File: src/rtl/boot_pkg.sv
// Shared types and constants for the instruction-memory boot loader.
// Included by the byte packer and the loader FSM.
package boot_pkg;

  typedef enum logic [2:0] {
    ST_IDLE,
    ST_HDR_LO,
    ST_HDR_HI,
    ST_DATA,
    ST_CHK,
    ST_RUN,
    ST_ERR
  } boot_state_t;

  localparam int HDR_BYTES      = 2;
  localparam int BYTES_PER_WORD = 4;
  localparam int CHK_W          = 8;

endpackage

File: src/rtl/word_packer.sv
// Packs accepted stream bytes little-endian into 32-bit words and emits a
// one-cycle word_valid pulse the cycle after the last byte of each word.
module word_packer
  import boot_pkg::*;
(
  input  logic        clk,
  input  logic        reset,
  input  logic        clear,
  input  logic        byte_valid,
  input  logic [7:0]  byte_data,
  output logic        last_byte,
  output logic        word_valid,
  output logic [31:0] word
);

  localparam int CNT_W = $clog2(BYTES_PER_WORD);
  localparam int SHR_W = 8 * (BYTES_PER_WORD - 1);

  logic [CNT_W-1:0] cnt_q, cnt_d;
  logic [SHR_W-1:0] shift_q, shift_d;
  logic [31:0]      word_q, word_d;
  logic             word_valid_q, word_valid_d;

  assign last_byte  = byte_valid && (cnt_q == CNT_W'(BYTES_PER_WORD - 1));
  assign word_valid = word_valid_q;
  assign word       = word_q;

  always_comb begin
    cnt_d        = cnt_q;
    shift_d      = shift_q;
    word_d       = word_q;
    word_valid_d = 1'b0;
    if (clear) begin
      cnt_d = '0;
    end else if (byte_valid) begin
      // Newest byte enters at the top so the first byte ends up in [7:0].
      shift_d = {byte_data, shift_q[SHR_W-1:8]};
      if (last_byte) begin
        word_d       = {byte_data, shift_q};
        word_valid_d = 1'b1;
        cnt_d        = '0;
      end else begin
        cnt_d = cnt_q + CNT_W'(1);
      end
    end
  end

  always_ff @(posedge clk) begin
    if (reset) begin
      cnt_q        <= '0;
      shift_q      <= '0;
      word_q       <= '0;
      word_valid_q <= 1'b0;
    end else begin
      cnt_q        <= cnt_d;
      shift_q      <= shift_d;
      word_q       <= word_d;
      word_valid_q <= word_valid_d;
    end
  end

endmodule

File: src/rtl/imem_boot_loader.sv
// Boot sequencer: loads instruction memory from a byte stream, verifies an
// XOR checksum, and releases the core from reset only on a good load.
module imem_boot_loader
  import boot_pkg::*;
#(
  parameter int ADDR_W = 8
) (
  input  logic              clk,
  input  logic              reset,
  input  logic              start,
  input  logic [7:0]        rx_data,
  input  logic              rx_valid,
  output logic              rx_ready,
  output logic              imem_we,
  output logic [ADDR_W-1:0] imem_addr,
  output logic [31:0]       imem_wdata,
  output logic              core_reset,
  output logic              busy,
  output logic              done,
  output logic              error,
  output logic [ADDR_W:0]   words_loaded
);

  localparam int            CNT_W     = HDR_BYTES * 8;
  localparam logic [CNT_W:0] MAX_WORDS = (CNT_W+1)'(2 ** ADDR_W);

  boot_state_t       state_q, state_d;
  logic [CNT_W-1:0]  count_q, count_d;
  logic [CHK_W-1:0]  checksum_q, checksum_d;
  logic [ADDR_W:0]   words_loaded_q, words_loaded_d;
  logic [CNT_W-1:0]  hdr_count;
  logic              accept;
  logic              packer_clear;
  logic              last_byte;
  logic              word_valid;
  logic [31:0]       word;

  assign rx_ready     = (state_q == ST_HDR_LO) || (state_q == ST_HDR_HI) ||
                        (state_q == ST_DATA)   || (state_q == ST_CHK);
  assign busy         = rx_ready;
  assign done         = (state_q == ST_RUN);
  assign error        = (state_q == ST_ERR);
  assign core_reset   = (state_q != ST_RUN);
  assign accept       = rx_valid && rx_ready;
  assign hdr_count    = {rx_data, count_q[7:0]};
  assign imem_we      = word_valid;
  assign imem_wdata   = word;
  assign imem_addr    = words_loaded_q[ADDR_W-1:0];
  assign words_loaded = words_loaded_q;

  word_packer u_packer (
    .clk        (clk),
    .reset      (reset),
    .clear      (packer_clear),
    .byte_valid (accept && (state_q == ST_DATA)),
    .byte_data  (rx_data),
    .last_byte  (last_byte),
    .word_valid (word_valid),
    .word       (word)
  );

  always_comb begin
    state_d        = state_q;
    count_d        = count_q;
    checksum_d     = checksum_q;
    words_loaded_d = words_loaded_q;
    packer_clear   = 1'b0;
    if (word_valid) begin
      words_loaded_d = words_loaded_q + (ADDR_W+1)'(1);
    end
    case (state_q)
      ST_IDLE, ST_RUN, ST_ERR: begin
        if (start) begin
          state_d        = ST_HDR_LO;
          words_loaded_d = '0;
          checksum_d     = '0;
          packer_clear   = 1'b1;
        end
      end
      ST_HDR_LO: begin
        if (accept) begin
          count_d = {count_q[CNT_W-1:8], rx_data};
          state_d = ST_HDR_HI;
        end
      end
      ST_HDR_HI: begin
        if (accept) begin
          count_d = hdr_count;
          if ((hdr_count == '0) || ({1'b0, hdr_count} > MAX_WORDS)) begin
            state_d = ST_ERR;
          end else begin
            state_d = ST_DATA;
          end
        end
      end
      ST_DATA: begin
        if (accept) begin
          checksum_d = checksum_q ^ rx_data;
          // count_q holds the words still to be received.
          if (last_byte) begin
            count_d = count_q - CNT_W'(1);
            if (count_q == CNT_W'(1)) begin
              state_d = ST_CHK;
            end
          end
        end
      end
      ST_CHK: begin
        if (accept) begin
          state_d = (rx_data == checksum_q) ? ST_RUN : ST_ERR;
        end
      end
      default: state_d = ST_IDLE;
    endcase
  end

  always_ff @(posedge clk) begin
    if (reset) begin
      state_q        <= ST_IDLE;
      count_q        <= '0;
      checksum_q     <= '0;
      words_loaded_q <= '0;
    end else begin
      state_q        <= state_d;
      count_q        <= count_d;
      checksum_q     <= checksum_d;
      words_loaded_q <= words_loaded_d;
    end
  end

endmodule

File: config.mk
export PLATFORM = sky130hd
export DESIGN_NAME = imem_boot_loader
export DESIGN_NICKNAME = d
export VERILOG_FILES = /design/src/rtl/boot_pkg.sv /design/src/rtl/word_packer.sv /design/src/rtl/imem_boot_loader.sv
export SDC_FILE = /design/constraint.sdc
export NUM_CORES = 1
export LEC_CHECK = 0
export ABC_CLOCK_PERIOD_IN_PS = 2600
export CAP_MARGIN = 10
export CORE_MARGIN = 1.5
export CORE_UTILIZATION = 40
export CTS_CLUSTER_SIZE = 28
export DETAILED_ROUTE_END_ITERATION = 12
export GPL_ROUTABILITY_DRIVEN = 0
export HOLD_SLACK_MARGIN = 0.05
export PLACE_DENSITY = 0.72
export SLEW_MARGIN = 20
export SYNTH_ARGS = -nofsm -noshare
export SYNTH_HDL_FRONTEND = slang
export SYNTH_SLANG_ARGS = --single-unit
File: constraint.sdc
create_clock -name clk -period 2.6 [get_ports clk]
set_input_delay 0.65 -clock clk [delete_from_list [all_inputs] [get_ports clk]]
set_output_delay 0.65 -clock clk [all_outputs]
set_load 0.02 [all_outputs]
==> results of run 1 <==
worst register-to-register path, cell delays in order (launching register included):
cell                      delay, ns
sky130_fd_sc_hd__dfxtp_1       0.43
sky130_fd_sc_hd__buf_4         0.31
sky130_fd_sc_hd__and3b_1       0.42
sky130_fd_sc_hd__and2_1        0.20
sky130_fd_sc_hd__buf_4         0.28
sky130_fd_sc_hd__nand2_1       0.11
sky130_fd_sc_hd__or2_1         0.23
sky130_fd_sc_hd__a21oi_1       0.14
logic make-up (layout without fill, tap and decap cells):
| family | after synthesis | in the layout | synth area share [%] |
|---|---|---|---|
| and+or+nand+nor | 245 | 245 | 26.35 |
| buffers and inverters | 59 | 108 | 6.056 |
| xor gates and xnor gates | 17 | 17 | 3.416 |
| adders and majority gates | 4 | 4 | 1.148 |
| AOI/OAI and AO/OA | 147 | 147 | 19.17 |
| muxes | 1 | 1 | 0.2296 |
| DFF | 95 | 95 | 43.63 |
routing by layer:
layer  up-vias  share of wire (%)  track usage [%]
met5         -                  0                0
met4         0                1.9            7.331
met3        20                5.9            2.724
met2       138                 46            30.57
met1      1853                 46            25.59
li1       2011                  -                -
cell usage in the layout, fill, tap and decap left out, types with 11 or more instances in the layout:
cell                              synthesis  final
sky130_fd_sc_hd__nor2_1                  36     36
sky130_fd_sc_hd__nor2b_1                 11     11
sky130_fd_sc_hd__nand2_1                129    129
sky130_fd_sc_hd__o21ai_1                 21     21
sky130_fd_sc_hd__a21oi_1                 89     89
sky130_fd_sc_hd__buf_4                    9     20
sky130_fd_sc_hd__xnor2_1                 12     12
sky130_fd_sc_hd__dfxtp_1                 95     95
sky130_fd_sc_hd__clkdlybuf4s50_1          0     65
registers in the layout, summed over array words and instances, names as in the netlist:
name and count:
checksum_q 8, u_packer.word_valid 1, state_q 3, words_loaded 9, u_packer.cnt_q 2, count_q 16
u_packer.word 32, u_packer.shift_q 24
metrics by stage:
stage,util (%),area [um^2],hold slack (ns),instances,setup slack [ns]
2_1_floorplan,-,4359,0.4321,568,0.2899
3_3_place_gp,48.68,5094,0.4421,737,0.2633
3_5_place_dp,48.68,5094,0.4434,737,0.2201
4_1_cts,50.84,5319,0.4543,753,0.1798
5_1_grt,50.84,5319,0.4764,753,0.07601
6_report,50.84,5319,0.4572,753,0.1930
worst paths after layout:
path         cells after the start          endpoint                 from  slack, ns
max                              3          rx_ready           state_q[2]       0.19
min                              2  u_packer.word[0]  u_packer.shift_q[0]       0.46
max reg2reg                      7     checksum_q[1]           state_q[0]       0.40
min reg2reg                      2  u_packer.word[0]  u_packer.shift_q[0]       0.46
cells in the mapped netlist, types with 2 or more instances:
master	instances
sky130_fd_sc_hd__xnor2_1	12
sky130_fd_sc_hd__a21oi_1	89
sky130_fd_sc_hd__and2_1	4
sky130_fd_sc_hd__nand2_1	129
sky130_fd_sc_hd__buf_2	7
sky130_fd_sc_hd__a31oi_1	2
sky130_fd_sc_hd__dfxtp_1	95
sky130_fd_sc_hd__or2_1	8
sky130_fd_sc_hd__nand3_1	6
sky130_fd_sc_hd__o21ai_1	21
sky130_fd_sc_hd__a211oi_1	3
sky130_fd_sc_hd__a21o_1	2
sky130_fd_sc_hd__o21ai_0	9
sky130_fd_sc_hd__nor4_1	7
sky130_fd_sc_hd__nor2_1	36
sky130_fd_sc_hd__ha_1	4
sky130_fd_sc_hd__nand4_1	6
sky130_fd_sc_hd__a22oi_1	2
sky130_fd_sc_hd__nor3_1	7
sky130_fd_sc_hd__and3_1	6
sky130_fd_sc_hd__nor4b_1	2
sky130_fd_sc_hd__nor3b_1	2
sky130_fd_sc_hd__nand2b_1	6
sky130_fd_sc_hd__a22o_1	2
sky130_fd_sc_hd__clkbuf_1	37
sky130_fd_sc_hd__o211ai_1	3
sky130_fd_sc_hd__inv_1	6
sky130_fd_sc_hd__nor2b_1	11
sky130_fd_sc_hd__or3_1	5
sky130_fd_sc_hd__a2bb2oi_1	3
sky130_fd_sc_hd__xor2_1	5
sky130_fd_sc_hd__buf_4	9
where the power goes:
part | switching [mW] | leakage [nW] | internal, mW
combinational | 0.674 | 0.896 | 0.423
sequential | 0.0654 | 0.766 | 1.51
clock | 0.532 | 0.113 | 0.558
total | 1.27 | 1.77 | 2.49
layout make-up:
| class | count | share of cell area [%] |
|---|---|---|
| well taps | 136 | 3.199 |
| repair buffers | 86 | 15.15 |
| flip-flops and latches | 95 | 35.76 |
| clock inverters | 6 | 1.835 |
| clock buffers | 10 | 2.399 |
| inverters | 6 | 0.4234 |
| multi-input cells | 414 | 41.24 |
==> metrics.log, run 1 <==
[metrics] number of standard cells after synthesis: ~570
[metrics] maximum achievable frequency: between 400 and 500 MHz
[metrics] first-pass GRT wire length: 17,680 um
[metrics] result of the run: finished clean
[metrics] number of H-tree branching levels: 3
[metrics] number of nets still failing antenna checks after routing: 0
[metrics] Std-Cell Rows: 37
[metrics] number of detailed-route iterations in the first pass: 5
[metrics] iteration-0 DRC count of the detailed router: approximately 310
[metrics] fraction of layout cells with a size suffix above 1: 6.807%
[metrics] share of flip-flops with an asynchronous set or reset: 0%
[metrics] critical path type: reg2out
[metrics] number of placed I/O pins: 67
[metrics] number of buffers inserted by post-CTS setup repair: 0
[metrics] Filler cells: just over 1k
[metrics] total of cells resized after clock tree synthesis: 0
[metrics] Power Dens Cells: 707.8 nW/um^2
[metrics] final count of negative-setup-slack endpoints: 0
[metrics] peak supply drop: 0.3865 mV
[metrics] vias in the first global route: 3,732
[metrics] Final Hold Vio Count: 0
[metrics] number of distinct standard cells referenced by the synthesized netlist: 54
[metrics] number of antenna cells inserted: 0
[metrics] final net count: 628
[metrics] transition time at the pin with the least slew margin: 0.7083 ns
[metrics] fraction of the yosys area taken by sequential cells: 43.63%
[metrics] count of state elements after synthesis: 95
[metrics] type of the most critical hold path: reg2reg
[metrics] die extent in x: 107.4 um
[metrics] CP Data Required Time: 1.95 ns
[metrics] area growth from synthesis to layout: 22.01%
[metrics] detailed-route wire length per cell: approximately 14 um
[metrics] Yosys top cell by area: sky130_fd_sc_hd__dfxtp_1
[metrics] Max clock buf depth: 2
[metrics] clock tree from TritonCTS: built
[metrics] setup repair after global routing missed its margin: false
[metrics] number of vias in the routed layout: just over 4k
[metrics] setup_tns: 0 ns
[metrics] MaxCap Viol Count: 0
[metrics] final WL: 10,710 um
[metrics] time the worst path needs with I/O delays and setup: 2.407 ns
[metrics] total track usage: 18.95%
[metrics] ordered list of cells on the worst path: buf_4, xnor2_1, clkdlybuf4s50_1
[metrics] worst path bufs/invs: 2
[metrics] maximum number of pins on one net before global-route repair: a little over 70
[metrics] Largest delay share family, worst path: buffers and inverters
[metrics] vias per inst: 5.341
[metrics] Num CTS Buffers: 9
[metrics] CP max stage cell: sky130_fd_sc_hd__clkdlybuf4s50_1
[metrics] largest fanout on the critical path: 13
[metrics] DRC violation count after routing: 0
[metrics] post-synth net total: 584
[metrics] Max-Slew Margin vs Limit: 52.78%
[metrics] cell area after technology mapping: 4359 um^2
[metrics] HPWL Detailed: 7449 um
[metrics] Chip Height: 107.4 um
[metrics] Setup crit end kind: output port
[metrics] top cells by area, synth: sky130_fd_sc_hd__dfxtp_1, sky130_fd_sc_hd__nand2_1, sky130_fd_sc_hd__a21oi_1
[metrics] core area: 10,460 um^2
[metrics] delay of the slowest cell on the worst path: 0.64 ns
[metrics] cts-stage hold buffer count: 0
[metrics] Static Leakage: 1.775 nW
[metrics] footprint of the flip-flops and latches: 1902 um^2
[metrics] total power draw: roughly 3.8 mW
[metrics] Final Slew Violations: 0
[metrics] count of flip-flops with a built-in enable after synthesis: 0
[metrics] clock skew: 0.008488 ns
[metrics] # clock sinks: 95
[metrics] Clock Latency Late Sink: roughly 0.36 ns
[metrics] kind of launch point of the worst setup path: flop
[metrics] Overflow after GRT: 0
[metrics] per-instance average area after synthesis: 7.675 um^2
[metrics] prevailing post-synth register cell: sky130_fd_sc_hd__dfxtp_1
[metrics] Worst Path Arrival: 1.76 ns
[metrics] number of input and output port buffers inserted: 66
[metrics] area of the multi-input gates: 2193 um^2
[metrics] Total Die Area: 11,530 um^2
[metrics] synth warn: 0
[metrics] post-route clock period utilization: 92.58%
[metrics] Clock Pin Slew Worst Setup and Hold Paths: 0.10 ns
[metrics] cell at the root of the clock tree: sky130_fd_sc_hd__clkbuf_8
[metrics] area share of the largest cell type after synthesis: 43.63%
[metrics] initial core utilization: 41.66%
[metrics] initial antenna violation count: 0
Note: power is estimated with default switching activity, not from simulation.
==> inputs of run 2 (changes only) <==
--- a/config.mk
+++ b/config.mk
@@ -9,9 +9,8 @@
 export CAP_MARGIN = 10
 export CORE_MARGIN = 1.5
 export CORE_UTILIZATION = 40
-export CTS_CLUSTER_SIZE = 28
+export CTS_CLUSTER_SIZE = 25
 export DETAILED_ROUTE_END_ITERATION = 12
-export GPL_ROUTABILITY_DRIVEN = 0
 export HOLD_SLACK_MARGIN = 0.05
 export PLACE_DENSITY = 0.72
 export SLEW_MARGIN = 20
==> run 2 against run 1 <==
Effect of this change:
- global-route usage is 0.71 points higher
- flip-flop and latch count is the same
- core utilization fell by 0.12 points
- design area is 0.24% lower
- clock-buffer cell count rose by 1
- first-iteration DRC count fell by 7.0%
- clock skew hardly changed
- via count is 0.20% higher
- critical endpoint is now busy
- largest cell class unchanged
==> metrics.log, run 2 (synthesis gave the netlist of run 1 again) <==
[metrics] result of the run: finished clean
[metrics] final WL: 10,850 um (+1.3%)
[metrics] setup_tns: 0 ns (unchanged)
[metrics] CP Data Required Time: 1.95 ns (about the same)
[metrics] Std-Cell Rows: 37 (unchanged)
[metrics] clock tree from TritonCTS: built
[metrics] first-pass GRT wire length: 18,100 um (+2.4%)
[metrics] maximum achievable frequency: 419.7 MHz (+1.0%)
[metrics] # clock sinks: 95 (unchanged)
[metrics] area growth from synthesis to layout: 21.73%
[metrics] time the worst path needs with I/O delays and setup: 2.383 ns (-0.02409 ns)
[metrics] delay of the slowest cell on the worst path: 0.64 ns (about the same)
[metrics] Worst Path Arrival: 1.73 ns (-0.03 ns)
[metrics] Power Dens Cells: 684.0 nW/um^2 (-3.4%)
[metrics] final net count: 631 (+0.48%)
[metrics] top library cells by usage in the layout, fill and taps aside: sky130_fd_sc_hd__nand2_1, sky130_fd_sc_hd__dfxtp_1, sky130_fd_sc_hd__a21oi_1
[metrics] Clock Latency Late Sink: 0.37 ns (about the same)
[metrics] pre-CTS WS: 0.1779 ns (-0.04224 ns)
[metrics] CP max stage cell: sky130_fd_sc_hd__clkdlybuf4s50_1
[metrics] Max clock buf depth: 2 (unchanged)
[metrics] total track usage: 19.67% (+0.71 points)
[metrics] peak supply drop: 0.3410 mV (-12%)
[metrics] core area: 10,460 um^2 (unchanged)
[metrics] transition time at the pin with the least slew margin: 0.7222 ns (+0.01396 ns)
[metrics] post-route clock period utilization: 91.65% (-0.93 points)
[metrics] routability-driven placement congestion ratio: 0.8845
[metrics] Max-Slew Margin vs Limit: 51.85% (-0.93 points)
[metrics] setup repair after global routing missed its margin: false
[metrics] least setup slack across all paths after layout: 0.2171 ns (+0.02409 ns)
[metrics] critical path type: reg2out
[metrics] number of vias in the routed layout: 4,030 (+0.20%)
[metrics] Total Die Area: 11,530 um^2 (unchanged)
[metrics] fraction of layout cells with a size suffix above 1: 7.419% (+0.61 points)
[metrics] Filler cells: 1,035 (+0.097%)
[metrics] final count of negative-setup-slack endpoints: 0 (unchanged)
[metrics] cts-stage hold buffer count: 0 (unchanged)
[metrics] Static Leakage: 1.779 nW (+0.21%)
[metrics] iteration-0 DRC count of the detailed router: 292 (-7.0%)
[metrics] MaxCap Viol Count: 0 (unchanged)
[metrics] die extent in x: 107.4 um (unchanged)
[metrics] Num CTS Buffers: 9 (unchanged)
[metrics] vias in the first global route: 3,866 (+3.6%)
[metrics] vias per inst: 5.331 (-0.20%)
[metrics] Setup crit end kind: output port
[metrics] number of nets still failing antenna checks after routing: 0 (unchanged)
[metrics] clock skew: 0.008828 ns (+0.0003401 ns)
[metrics] Chip Height: 107.4 um (unchanged)
[metrics] number of H-tree branching levels: 3 (unchanged)
[metrics] ordered list of cells on the worst path: buf_4, xnor2_1, clkdlybuf4s50_1
[metrics] type of the most critical hold path: reg2reg
[metrics] final standard cell utilization of the core: 50.72% (-0.12 points)
[metrics] most common cell after layout, fill and taps aside: sky130_fd_sc_hd__nand2_1
[metrics] Final Hold Vio Count: 0 (unchanged)
[metrics] number of input and output port buffers inserted: 66 (unchanged)
[metrics] initial antenna violation count: 0 (unchanged)
[metrics] Overflow after GRT: 0 (unchanged)
[metrics] kind of launch point of the worst setup path: flop
[metrics] detailed-route wire length per cell: 14.36 um (+0.90%)
[metrics] Clock Pin Slew Worst Setup and Hold Paths: 0.09 ns (about the same)
[metrics] max reg flops: 32 (unchanged)
[metrics] number of antenna cells inserted: 0 (unchanged)
[metrics] DRC violation count after routing: 0 (unchanged)
[metrics] number of placed I/O pins: 67 (unchanged)
[metrics] HPWL Detailed: 7506 um (+0.77%)
[metrics] worst path bufs/invs: 2 (unchanged)
[metrics] Largest delay share family, worst path: buffers and inverters
[metrics] largest fanout on the critical path: 13 (unchanged)
[metrics] number of buffers inserted by post-CTS setup repair: 0 (unchanged)
[metrics] cell at the root of the clock tree: sky130_fd_sc_hd__clkbuf_8
[metrics] number of detailed-route iterations in the first pass: 5 (unchanged)
[metrics] maximum number of pins on one net before global-route repair: 72 (unchanged)
[metrics] initial core utilization: 41.66% (unchanged)
[metrics] total power draw: 3.630 mW (-3.6%)
[metrics] Final Slew Violations: 0 (unchanged)
[metrics] total of cells resized after clock tree synthesis: 0 (unchanged)
## run 2: cell types whose count changed in the layout (fill, tap and decap cells not counted), sizes merged
cell / before / now
clkinv: 1 / 2
clkbuf: 10 / 11
bufinv: 2 / 0
buf: 21 / 24
## run 2: worst register-to-register path, delay by kind of cell (launching register included)
family	cells	cell delay [ns]
flops	1	0.41
simple gates	4	1.05
buf+inv	2	0.56
compound gates	1	0.07
## run 2: path summary, 6_finish.rpt
kind | from | to | slack, ns | depth (start not counted)
worst min-delay path | u_packer.shift_q[1] | u_packer.shift_q[1] | 0.46 | 2
worst min register to register | u_packer.shift_q[1] | u_packer.shift_q[1] | 0.46 | 2
worst max-delay path | state_q[2] | busy | 0.22 | 3
worst max register to register | state_q[0] | u_packer.word[25] | 0.36 | 7
## run 2: final cells by class
class,count,area [um^2],area share (%)
Clock buffer,11,151.4,2.853
Inverter,6,22.52,0.4244
Tap cell,136,170.2,3.207
Timing Repair Buffer,89,828.3,15.61
Clock inverter,5,38.79,0.7310
Sequential cell,95,1902,35.84
Multi-Input combinational cell,414,2193,41.33
## run 2: stage by stage
stage	area [um^2]	hold slack [ns]	std cells
global placement	5116	0.4401	740
floorplan	4359	0.4321	568
CTS	5306	0.4607	756
global route	5306	0.4807	756
detailed placement	5116	0.4468	740
finish	5306	0.4593	756
## run 2: routing by layer
metal  wire length [um]  GRT usage [%]  vias to the layer above  share of wire, %
li1                   -              -                     2020                 -
met1               5022          25.55                     1855                46
met2               4998          31.26                      137                46
met3                623          4.540                       18               5.7
met4                209          8.459                        0               1.9
met5                  0              0                        -                 0
## run 2: power breakdown
part / total, mW / switching, mW / internal, mW
clock: 0.950 / 0.539 / 0.411
sequential: 1.57 / 0.0600 / 1.51
combinational: 1.11 / 0.680 / 0.426
total: 3.63 / 1.28 / 2.35
